### config.mk
export PLATFORM = sky130hd
export DESIGN_NAME = uart_tx_fifo_flat
export DESIGN_NICKNAME = d
export VERILOG_FILES = /design/src/rtl/uart_tx_fifo_if.sv /design/src/rtl/uart_tx_fifo.sv /design/src/flat_wrapper.sv
export SDC_FILE = /design/constraint.sdc
export NUM_CORES = 1
export LEC_CHECK = 0
export BUFFER_PORTS_ARGS = -buffer_cell sky130_fd_sc_hd__buf_2
export CELL_PAD_IN_SITES_DETAIL_PLACEMENT = 0
export CELL_PAD_IN_SITES_GLOBAL_PLACEMENT = 1
export CORE_MARGIN = 1.5
export CORE_UTILIZATION = 34
export DETAILED_ROUTE_END_ITERATION = 7
export PLACE_DENSITY = 0.62
export SYNTH_ARGS = -nofsm -noshare
export SYNTH_HDL_FRONTEND = slang
export SYNTH_SLANG_ARGS = --single-unit
export TNS_END_PERCENT = 1
### constraint.sdc
create_clock -name CLK -period 6.9 [get_ports CLK]
set_input_delay 1.035 -clock CLK [delete_from_list [all_inputs] [get_ports CLK]]
set_output_delay 1.035 -clock CLK [all_outputs]
set_load 0.01 [all_outputs]
### src/rtl/uart_tx_fifo_if.sv
// Producer-side handshake for the FIFO-fronted UART transmitter.
// The producer holds P_DATA/DATA_VALID until a cycle with READY high.
interface uart_tx_fifo_if #(
   parameter int DATA_WIDTH = 8
);
   logic [DATA_WIDTH-1:0] P_DATA;
   logic                  DATA_VALID;
   logic                  READY;

   modport master (output P_DATA, output DATA_VALID, input READY);
   modport slave  (input P_DATA, input DATA_VALID, output READY);
endinterface

### src/rtl/uart_tx_fifo.sv
// Parametrised UART transmitter with an input FIFO, bit-period prescaler,
// optional parity and 1/2 stop bits; queued frames are sent back-to-back.
module uart_tx_fifo #(
   parameter int DATA_WIDTH = 8,
   parameter int FIFO_DEPTH = 4,
   parameter int PRESC_W    = 6
) (
   input  logic                              CLK,
   input  logic                              RST,
   uart_tx_fifo_if.slave                     bus,
   input  logic                              PAR_EN,
   input  logic                              PAR_TYP,
   input  logic                              STOP2,
   input  logic [PRESC_W-1:0]                PRESCALE,
   output logic                              TX_OUT,
   output logic                              BUSY,
   output logic [$clog2(FIFO_DEPTH+1)-1:0]   FIFO_COUNT
);

   localparam int CNT_W = $clog2(FIFO_DEPTH + 1);
   localparam int PTR_W = $clog2(FIFO_DEPTH);
   localparam int BIT_W = $clog2(DATA_WIDTH);

   typedef enum logic [2:0] {
      S_IDLE,
      S_START,
      S_DATA,
      S_PARITY,
      S_STOP
   } state_t;

   // ---------------- FIFO ----------------
   logic [DATA_WIDTH-1:0] mem [FIFO_DEPTH];
   logic [PTR_W-1:0]      wr_ptr;
   logic [PTR_W-1:0]      rd_ptr;
   logic [CNT_W-1:0]      count;
   logic                  push;
   logic                  pop;
   logic [DATA_WIDTH-1:0] head;

   // READY looks at the registered count only, so a same-cycle pop never frees a slot early.
   assign bus.READY  = (count < CNT_W'(FIFO_DEPTH));
   assign push       = bus.DATA_VALID && bus.READY;
   assign head       = mem[rd_ptr];
   assign FIFO_COUNT = count;

   // NOTE: storage array has no reset; occupancy is tracked by count, so stale words are never read.
   always_ff @(posedge CLK) begin
      if (push) begin
         mem[wr_ptr] <= bus.P_DATA;
      end
   end

   // NOTE: sequential state uses non-blocking assignments so every flop samples pre-edge values.
   always_ff @(posedge CLK or posedge RST) begin
      if (RST) begin
         wr_ptr <= '0;
         rd_ptr <= '0;
         count  <= '0;
      end else begin
         if (push) begin
            wr_ptr <= wr_ptr + 1'b1;
         end
         if (pop) begin
            rd_ptr <= rd_ptr + 1'b1;
         end
         case ({push, pop})
            2'b10:   count <= count + 1'b1;
            2'b01:   count <= count - 1'b1;
            default: count <= count;
         endcase
      end
   end

   // ---------------- Serialiser ----------------
   state_t                state_q, state_d;
   logic [PRESC_W-1:0]    timer_q, timer_d;
   logic [BIT_W-1:0]      bit_q, bit_d;
   logic                  stop_q, stop_d;
   logic                  tx_q, tx_d;
   logic                  busy_q, busy_d;
   logic                  shift_en;
   logic [DATA_WIDTH-1:0] shift_q;
   logic [PRESC_W-1:0]    period_q;
   logic                  par_en_q;
   logic                  stop2_q;
   logic                  par_bit_q;
   logic                  last_tick;
   logic                  fifo_nonempty;

   assign last_tick     = (timer_q == period_q - 1'b1);
   assign fifo_nonempty = (count != '0);

   // NOTE: every always_comb output gets a default first so no path leaves a latch.
   always_comb begin
      state_d  = state_q;
      timer_d  = timer_q + 1'b1;
      bit_d    = bit_q;
      stop_d   = stop_q;
      tx_d     = tx_q;
      busy_d   = 1'b1;
      pop      = 1'b0;
      shift_en = 1'b0;

      case (state_q)
         S_IDLE: begin
            timer_d = '0;
            tx_d    = 1'b1;
            busy_d  = 1'b0;
            if (fifo_nonempty) begin
               pop     = 1'b1;
               state_d = S_START;
               tx_d    = 1'b0;
               busy_d  = 1'b1;
            end
         end
         S_START: begin
            if (last_tick) begin
               timer_d = '0;
               bit_d   = '0;
               state_d = S_DATA;
               tx_d    = shift_q[0];
            end
         end
         S_DATA: begin
            if (last_tick) begin
               timer_d = '0;
               if (bit_q == BIT_W'(DATA_WIDTH - 1)) begin
                  stop_d = 1'b0;
                  if (par_en_q) begin
                     state_d = S_PARITY;
                     tx_d    = par_bit_q;
                  end else begin
                     state_d = S_STOP;
                     tx_d    = 1'b1;
                  end
               end else begin
                  bit_d    = bit_q + 1'b1;
                  shift_en = 1'b1;
                  tx_d     = shift_q[1];
               end
            end
         end
         S_PARITY: begin
            if (last_tick) begin
               timer_d = '0;
               stop_d  = 1'b0;
               state_d = S_STOP;
               tx_d    = 1'b1;
            end
         end
         S_STOP: begin
            if (last_tick) begin
               timer_d = '0;
               if (stop2_q && !stop_q) begin
                  stop_d = 1'b1;
               end else if (fifo_nonempty) begin
                  // Chain straight into the next start bit with no idle cycle.
                  pop     = 1'b1;
                  state_d = S_START;
                  tx_d    = 1'b0;
               end else begin
                  state_d = S_IDLE;
                  tx_d    = 1'b1;
                  busy_d  = 1'b0;
               end
            end
         end
         default: begin
            state_d = S_IDLE;
            timer_d = '0;
            tx_d    = 1'b1;
            busy_d  = 1'b0;
         end
      endcase
   end

   always_ff @(posedge CLK or posedge RST) begin
      if (RST) begin
         state_q   <= S_IDLE;
         timer_q   <= '0;
         bit_q     <= '0;
         stop_q    <= 1'b0;
         tx_q      <= 1'b1;
         busy_q    <= 1'b0;
         shift_q   <= '0;
         period_q  <= PRESC_W'(1);
         par_en_q  <= 1'b0;
         stop2_q   <= 1'b0;
         par_bit_q <= 1'b0;
      end else begin
         state_q <= state_d;
         timer_q <= timer_d;
         bit_q   <= bit_d;
         stop_q  <= stop_d;
         tx_q    <= tx_d;
         busy_q  <= busy_d;
         // Frame configuration is captured only when a word is popped.
         if (pop) begin
            shift_q   <= head;
            period_q  <= (PRESCALE == '0) ? PRESC_W'(1) : PRESCALE;
            par_en_q  <= PAR_EN;
            stop2_q   <= STOP2;
            par_bit_q <= (^head) ^ PAR_TYP;
         end else if (shift_en) begin
            shift_q   <= shift_q >> 1;
         end
      end
   end

   assign TX_OUT = tx_q;
   assign BUSY   = busy_q;

endmodule

### src/flat_wrapper.sv
// flat-port wrapper written by rule: the top's interface ports become plain ports
module uart_tx_fifo_flat 
#(
   parameter int DATA_WIDTH = 8,
   parameter int FIFO_DEPTH = 4,
   parameter int PRESC_W    = 6
)
  (CLK, RST, PAR_EN, PAR_TYP, STOP2, PRESCALE, TX_OUT, BUSY, FIFO_COUNT, bus_P_DATA, bus_DATA_VALID, bus_READY);
  uart_tx_fifo_if #(.DATA_WIDTH(DATA_WIDTH)) bus_i ();
  input  logic CLK;
  input  logic RST;
  input  logic PAR_EN;
  input  logic PAR_TYP;
  input  logic STOP2;
  input  logic [PRESC_W-1:0] PRESCALE;
  output logic TX_OUT;
  output logic BUSY;
  output logic [$clog2(FIFO_DEPTH+1)-1:0] FIFO_COUNT;
  input wire logic [$bits(bus_i.P_DATA)-1:0] bus_P_DATA;
  input wire logic [$bits(bus_i.DATA_VALID)-1:0] bus_DATA_VALID;
  output wire logic [$bits(bus_i.READY)-1:0] bus_READY;
  assign bus_i.P_DATA = bus_P_DATA;
  assign bus_i.DATA_VALID = bus_DATA_VALID;
  assign bus_READY = bus_i.READY;
  uart_tx_fifo #(.DATA_WIDTH(DATA_WIDTH), .FIFO_DEPTH(FIFO_DEPTH), .PRESC_W(PRESC_W)) u_core (.CLK(CLK), .RST(RST), .bus(bus_i), .PAR_EN(PAR_EN), .PAR_TYP(PAR_TYP), .STOP2(STOP2), .PRESCALE(PRESCALE), .TX_OUT(TX_OUT), .BUSY(BUSY), .FIFO_COUNT(FIFO_COUNT));
endmodule
**Word-level counts from Yosys, hierarchy flattened**

Memory sizes are Yosys's and may differ from the RTL's.
Cells that the tools add are included.

- Register bits: 39
- RAM bits: 32
- Word-level logic and storage cells: 105
- Memories kept: 1

Memory list:

| memory | words | bits a word | rd ports | clocked after Yosys merged registers in | wr ports | line | RTL |
|---|---|---|---|---|---|---|---|
| u_core.mem | 4 | 8 | 1 | 0 | 1 | uart_tx_fifo.sv:33 | `logic [DATA_WIDTH-1:0] mem [FIFO_DEPTH];` |

- $add $sub $neg: 7
- $lt $le $gt $ge: 1
- Equality and inequality tests: 17
- Muxes and demuxes: 47
- Bitwise gates (word level): 1
- Reductions and logical operators: 17

Operator list:

| cell | count |
|---|---|
| $mux 3 | 11 |
| $mux 1 | 24 |
| $mux 6 | 3 |
| $mux 8 | 2 |
| $pmux 3 s5 | 1 |
| $ne 2x1->1 const B | 7 |
| $pmux 3 s2 | 2 |
| $reduce_xor 8->1 | 1 |
| $reduce_and 7->1 | 1 |
| $add 3x1->3 const B | 2 |
| $add 6x1->6 const B | 1 |
| $eq 3x2->1 const B | 2 |
| $eq 3x3->1 const B | 2 |
| $eq 6x6->1 | 1 |
| $logic_not 6->1 | 1 |
| $pmux 1 s3 | 2 |
| $reduce_and 6->1 | 1 |
| $reduce_bool 2->1 | 3 |
| $reduce_bool 3->1 | 2 |
| $sub 6x1->6 const B | 1 |
| $pmux 1 s5 | 1 |
| $reduce_and 5->1 | 1 |
| $add 2x1->2 const B | 2 |
| $ne 2x2->1 const B | 2 |
| 13 further kinds | 14 |

**Longest topological paths before layout**

- Word-level depth: 7
- Depth in mapped cells: 15
- Depth with buffers taken out: 14

**Worst setup path before layout**

OpenSTA, ideal clock, no wires.

- Kind: reg-to-reg
- From: register u_core.period_q[0]
- To: register u_core.count[2], in the netlist u_core.FIFO_COUNT[2]
- Library setup time: 80 ps
- Arrival: 2964 ps
- Data required time: 6820 ps
- Path slack: 3856 ps
- Cell stages (with the launch flop): 16
- Path buffers: 1
- Period minus slack after synthesis: 3044 ps
- Path through: dfstp_2 inv_1 ha_1 o21ba_2 a221oi_1 a41o_1 a31o_4 nand2_4 buf_12 inv_1 ha_1 inv_1 fa_1 xor2_1 nor2_1 xnor2_1

- Cells in the longest elaborated chain, start to end: 6
- Elaborated cells between the ends (all ways): 8
- Those cells by class: add/sub (1); eq/ne (3); mux (3); reduce/logical (1)

RTL lines:

| item | line | RTL |
|---|---|---|
| start, declared | uart_tx_fifo.sv:84 | `logic [PRESC_W-1:0] period_q;` |
| start signal, assigned | uart_tx_fifo.sv:201 | `period_q <= (PRESCALE == '0) ? PRESC_W'(1) : PRESCALE;` |
| $sub 6x1->6 * | uart_tx_fifo.sv:91 | `assign last_tick = (timer_q == period_q - 1'b1);` |
| $eq 6x6->1 * | uart_tx_fifo.sv:91 |  |
| $mux 1 * | uart_tx_fifo.sv:153 | `if (last_tick) begin` |
| $pmux 1 s2 * | uart_tx_fifo.sv:105 | `case (state_q)` |
| named net u_core.pop | uart_tx_fifo.sv:38 | `logic pop;` |
| $eq 2x1->1 / $eq 2x2->1 (equally long branches) | uart_tx_fifo.sv:67 | `case ({push, pop})` |
| $pmux 3 s2 / $reduce_bool 2->1 (equally long branches) | - |  |
| end signal, assigned | uart_tx_fifo.sv:68 | `2'b10: count <= count + 1'b1;` |
| end signal, assigned | uart_tx_fifo.sv:69 | `2'b01: count <= count - 1'b1;` |
| end signal, assigned | uart_tx_fifo.sv:70 | `default: count <= count;` |
| end, declared | uart_tx_fifo.sv:36 | `logic [CNT_W-1:0] count;` |

Mark *: on every way through the listed nets, which the timed path passes. The rest lies on a longest branch.
A chain may end at the register's enable or synchronous reset.

**Final worst setup path**

Same ends and word-level chain as after synthesis.

==> impl_metrics.json <==
{
  "yosysWarnings": 0,
  "wl_per_cell_microns": 14.31,
  "drc": 0,
  "period_minus_slack_ns": 3.180,
  "die_x_microns": 102.6,
  "diodes": 0,
  "power_leakage_nw": 1.543,
  "cts_resized": 0,
  "ys_top_cells_by_count": "dfrtp_1, edfxtp_1, mux2_2",
  "required_ns": 7.18,
  "synth-seq-cells": 71,
  "run_status": "complete, no violations",
  "cts_max_path_buffers": 2,
  "numCtsBuffers": 9,
  "p_clk_share_pct": 19.0,
  "worst_path_max_delay_cell": "dfstp_2",
  "worstMarginPinSlew_ns": 0.6389,
  "antenna_found_initial": 0,
  "clkTransAtPathRegs_ns": 0.09,
  "cts_hold_buf": 0,
  "start_util_pct": 34.82,
  "syn_area_sq_mm": 0.003372,
  "grt_pass1_vias": 1943,
  "worstSetupPathType": "flop to flop",
  "synthesis.nets": 269,
  "swShare_pct": 36.27,
  "via_per_inst": 4.636,
  "vias": 1887,
  "seqPwrFrac_pct": 40.4,
  "synth_cell_types": 45,
  "cts-root-buf": "clkbuf_8",
  "syn_area_per_cell_sq_um": 14.11,
  "dp_hpwl_mm": 3.991,
  "drive_gt1_share_pct": 32.12,
  "p_comb_share_pct": 40.5,
  "syn-instance-count": 239,
  "path_common_cell": "inv_1",
  "yosys.area.top_type": "edfxtp_1",
  "syn_to_final_growth_pct": 13.21,
  "drtIter0Drc": 64,
  "clock_latency_ns": 0.36,
  "grt_max_degree": 40,
  "period_share_pct": 46.09,
  "htreeDepth": 3,
  "globalRouteOverflowTotal": 0,
  "wl_mm": 5.824,
  "die_h_microns": 102.6,
  "rows": 36,
  "slew_viol_final": 0,
  "p_per_area_mw_per_mm2": 451.5,
  "fmax_ghz": 0.3144,
  "hold_viol_final": 0,
  "ir_drop_mv": 0.1614,
  "relSlewSlack_pct": 57.41,
  "clock-sinks": 71,
  "internal_power_w": 0.001099,
  "nets": 299,
  "fillerInstances": 924,
  "cts_tree": "built",
  "arrival_ns": 3.46,
  "synth-seq-area-share_pct": 57.51,
  "synth_edf_count": 32,
  "finClkSkew_ns": 0.01448,
  "portBuffers": 25,
  "drt_first_pass_iters": 4,
  "crit_path_end_kind": "flop",
  "postRouteAntennaNets": 0,
  "track_usage_pct": 12.32,
  "core_sq_mm": 0.009684,
  "start_kind": "flop",
  "whs_ns": 0.5099,
  "gp_congestion": 0.7730,
  "critPathTopFamily": "compound AO/OA/AOI/OAI gates",
  "worst_path_largest_cell_delay_ns": 0.57,
  "synthTopCellsByArea": "edfxtp_1, dfrtp_1, mux2_2",
  "boundaryPins": 26,
  "synth.most_common_cell": "dfrtp_1",
  "yosysTopAreaCellShare_pct": 28.50,
  "cp_max_fo": 19,
  "grt_pass1_wl_mm": 9.597,
  "tns_ns": 0,
  "dieArea_sq_mm": 0.01052,
  "power_switching_w": 0.0006252,
  "hold_class": "flop to flop",
  "rsz0062_at_grt": "false",
  "async_reset_ff_share_pct": 54.93,
  "ys.flop_type": "dfrtp_1",
  "postCtsSetupBuffers": 0,
  "crit_chain": "inv_1 > ha_1 > o21ba_2 > a221oi_1 > a41o_1 > a31o_4 > nand2_4 > inv_1 > ha_1 > inv_1 > fa_1 > xor2_1 > nor2_1 > xnor2_1",
  "setup_viol": 0,
  "max_cap_violations": 0,
  "critPathBufInv": 3
}
==> path summary, 6_finish.rpt <==
check / depth (start not counted) / end / slack (ns) / from
worst min-delay path: 1 / u_core.bit_q[2]$_DFFE_PP0P_ / 0.51 / u_core.bit_q[2]$_DFFE_PP0P_
worst min register to register: 1 / u_core.bit_q[2]$_DFFE_PP0P_ / 0.51 / u_core.bit_q[2]$_DFFE_PP0P_
min in group asynchronous: 3 / u_core.shift_q[6]$_DFFE_PP0P_ / 0.78 / RST
max in group asynchronous: 3 / u_core.TX_OUT$_DFFE_PP1P_ / 5.73 / RST
worst max register to register: 14 / u_core.FIFO_COUNT[2]$_DFFE_PP0P_ / 3.72 / u_core.period_q[0]$_DFFE_PP1P_
worst max-delay path: 14 / u_core.FIFO_COUNT[2]$_DFFE_PP0P_ / 3.72 / u_core.period_q[0]$_DFFE_PP1P_
==> flip-flops by register name, indices dropped and copies added, names as in the netlist <==
| name | flops |
|---|---|
| u_core.rd_ptr | 2 |
| u_core.bit_q | 3 |
| u_core.wr_ptr | 2 |
| u_core.par_bit_q | 1 |
| u_core.par_en_q | 1 |
| u_core.FIFO_COUNT | 3 |
| u_core.stop2_q | 1 |
| u_core.TX_OUT | 1 |
| u_core.timer_q | 6 |
| u_core.stop_q | 1 |
| u_core.state_q | 3 |
| u_core.BUSY | 1 |
| u_core.period_q | 6 |
| u_core.shift_q | 8 |
| u_core.mem | 32 |
==> routing by layer <==
layer	part of all wire [%]	track usage, %
met5	0	0
met3	3.2	4.339
met2	50	19.97
met1	46	15.42
met4	1.4	4.110
==> power groups by stage <==
stage	Combinational, W	Clock (W)	Sequential (W)
after global placement	0.000701	0	0.000709
after global routing	0.000784	0.000355	0.000721
after detailed placement	0.000706	0	0.000711
final	0.000698	0.000328	0.000697
after CTS	0.000713	0.000340	0.000703
after floorplan	0.000641	0	0.000647
==> placed cells by master, fill, tap and decap left out, types with 2 or more instances in the layout <==
master     n
inv_6      3
nor2b_1    2
mux2_2    19
ha_1       9
nand2_1    8
xor2_1    10
inv_8      3
nand3b_1   2
xnor2_1   15
dfrtp_1   37
nand2b_1   2
o21ai_0    5
and2_1     4
inv_1     15
or2_2      2
mux2i_1    2
mux2_4     6
clkbuf_8   9
nand3_1    5
edfxtp_1  32
buf_2     25
mux4_2     8
nor2_1    17
a22o_1     2
dfstp_2    2
nor4_1     2
nor3_1     4
a21oi_1    4
==> cells by family after synthesis <==
| group | Yosys count | share of synthesized area [%] |
|---|---|---|
| AO/OA/AOI/OAI | 23 | 5.306 |
| XOR/XNOR | 25 | 6.494 |
| adder cells (fa/ha/maj) | 10 | 3.933 |
| buffers and inverters | 22 | 3.042 |
| flip-flops | 71 | 57.51 |
| multiplexers | 35 | 14.95 |
| AND/OR/NAND/NOR | 53 | 8.757 |
==> metrics by stage <==
step                      instances  utilization, %  area (sq um)  total power, W  setup WS, ns
after floorplan                 239               -          3372        0.001288         3.856
after global placement          391           37.43          3625        0.001410         3.760
after detailed placement        391           37.43          3625        0.001418         3.698
after CTS                       407           39.42          3817        0.001756         3.679
after global routing            407           39.42          3817        0.001860         3.529
final                           407           39.42          3817        0.001724         3.720
==> area by class of cell <==
class                      count  area [sq um]  share of cell area (%)
clock buffer                   9         123.9                   3.245
clock inverter                 7         68.82                   1.803
inverter                      15         56.30                   1.475
multi-input combinational    146          1330                   34.84
sequential                    71          1939                   50.80
tap                          133         166.4                   4.359
timing repair buffer          26         132.6                   3.474
(Power assumes the default switching activity.)
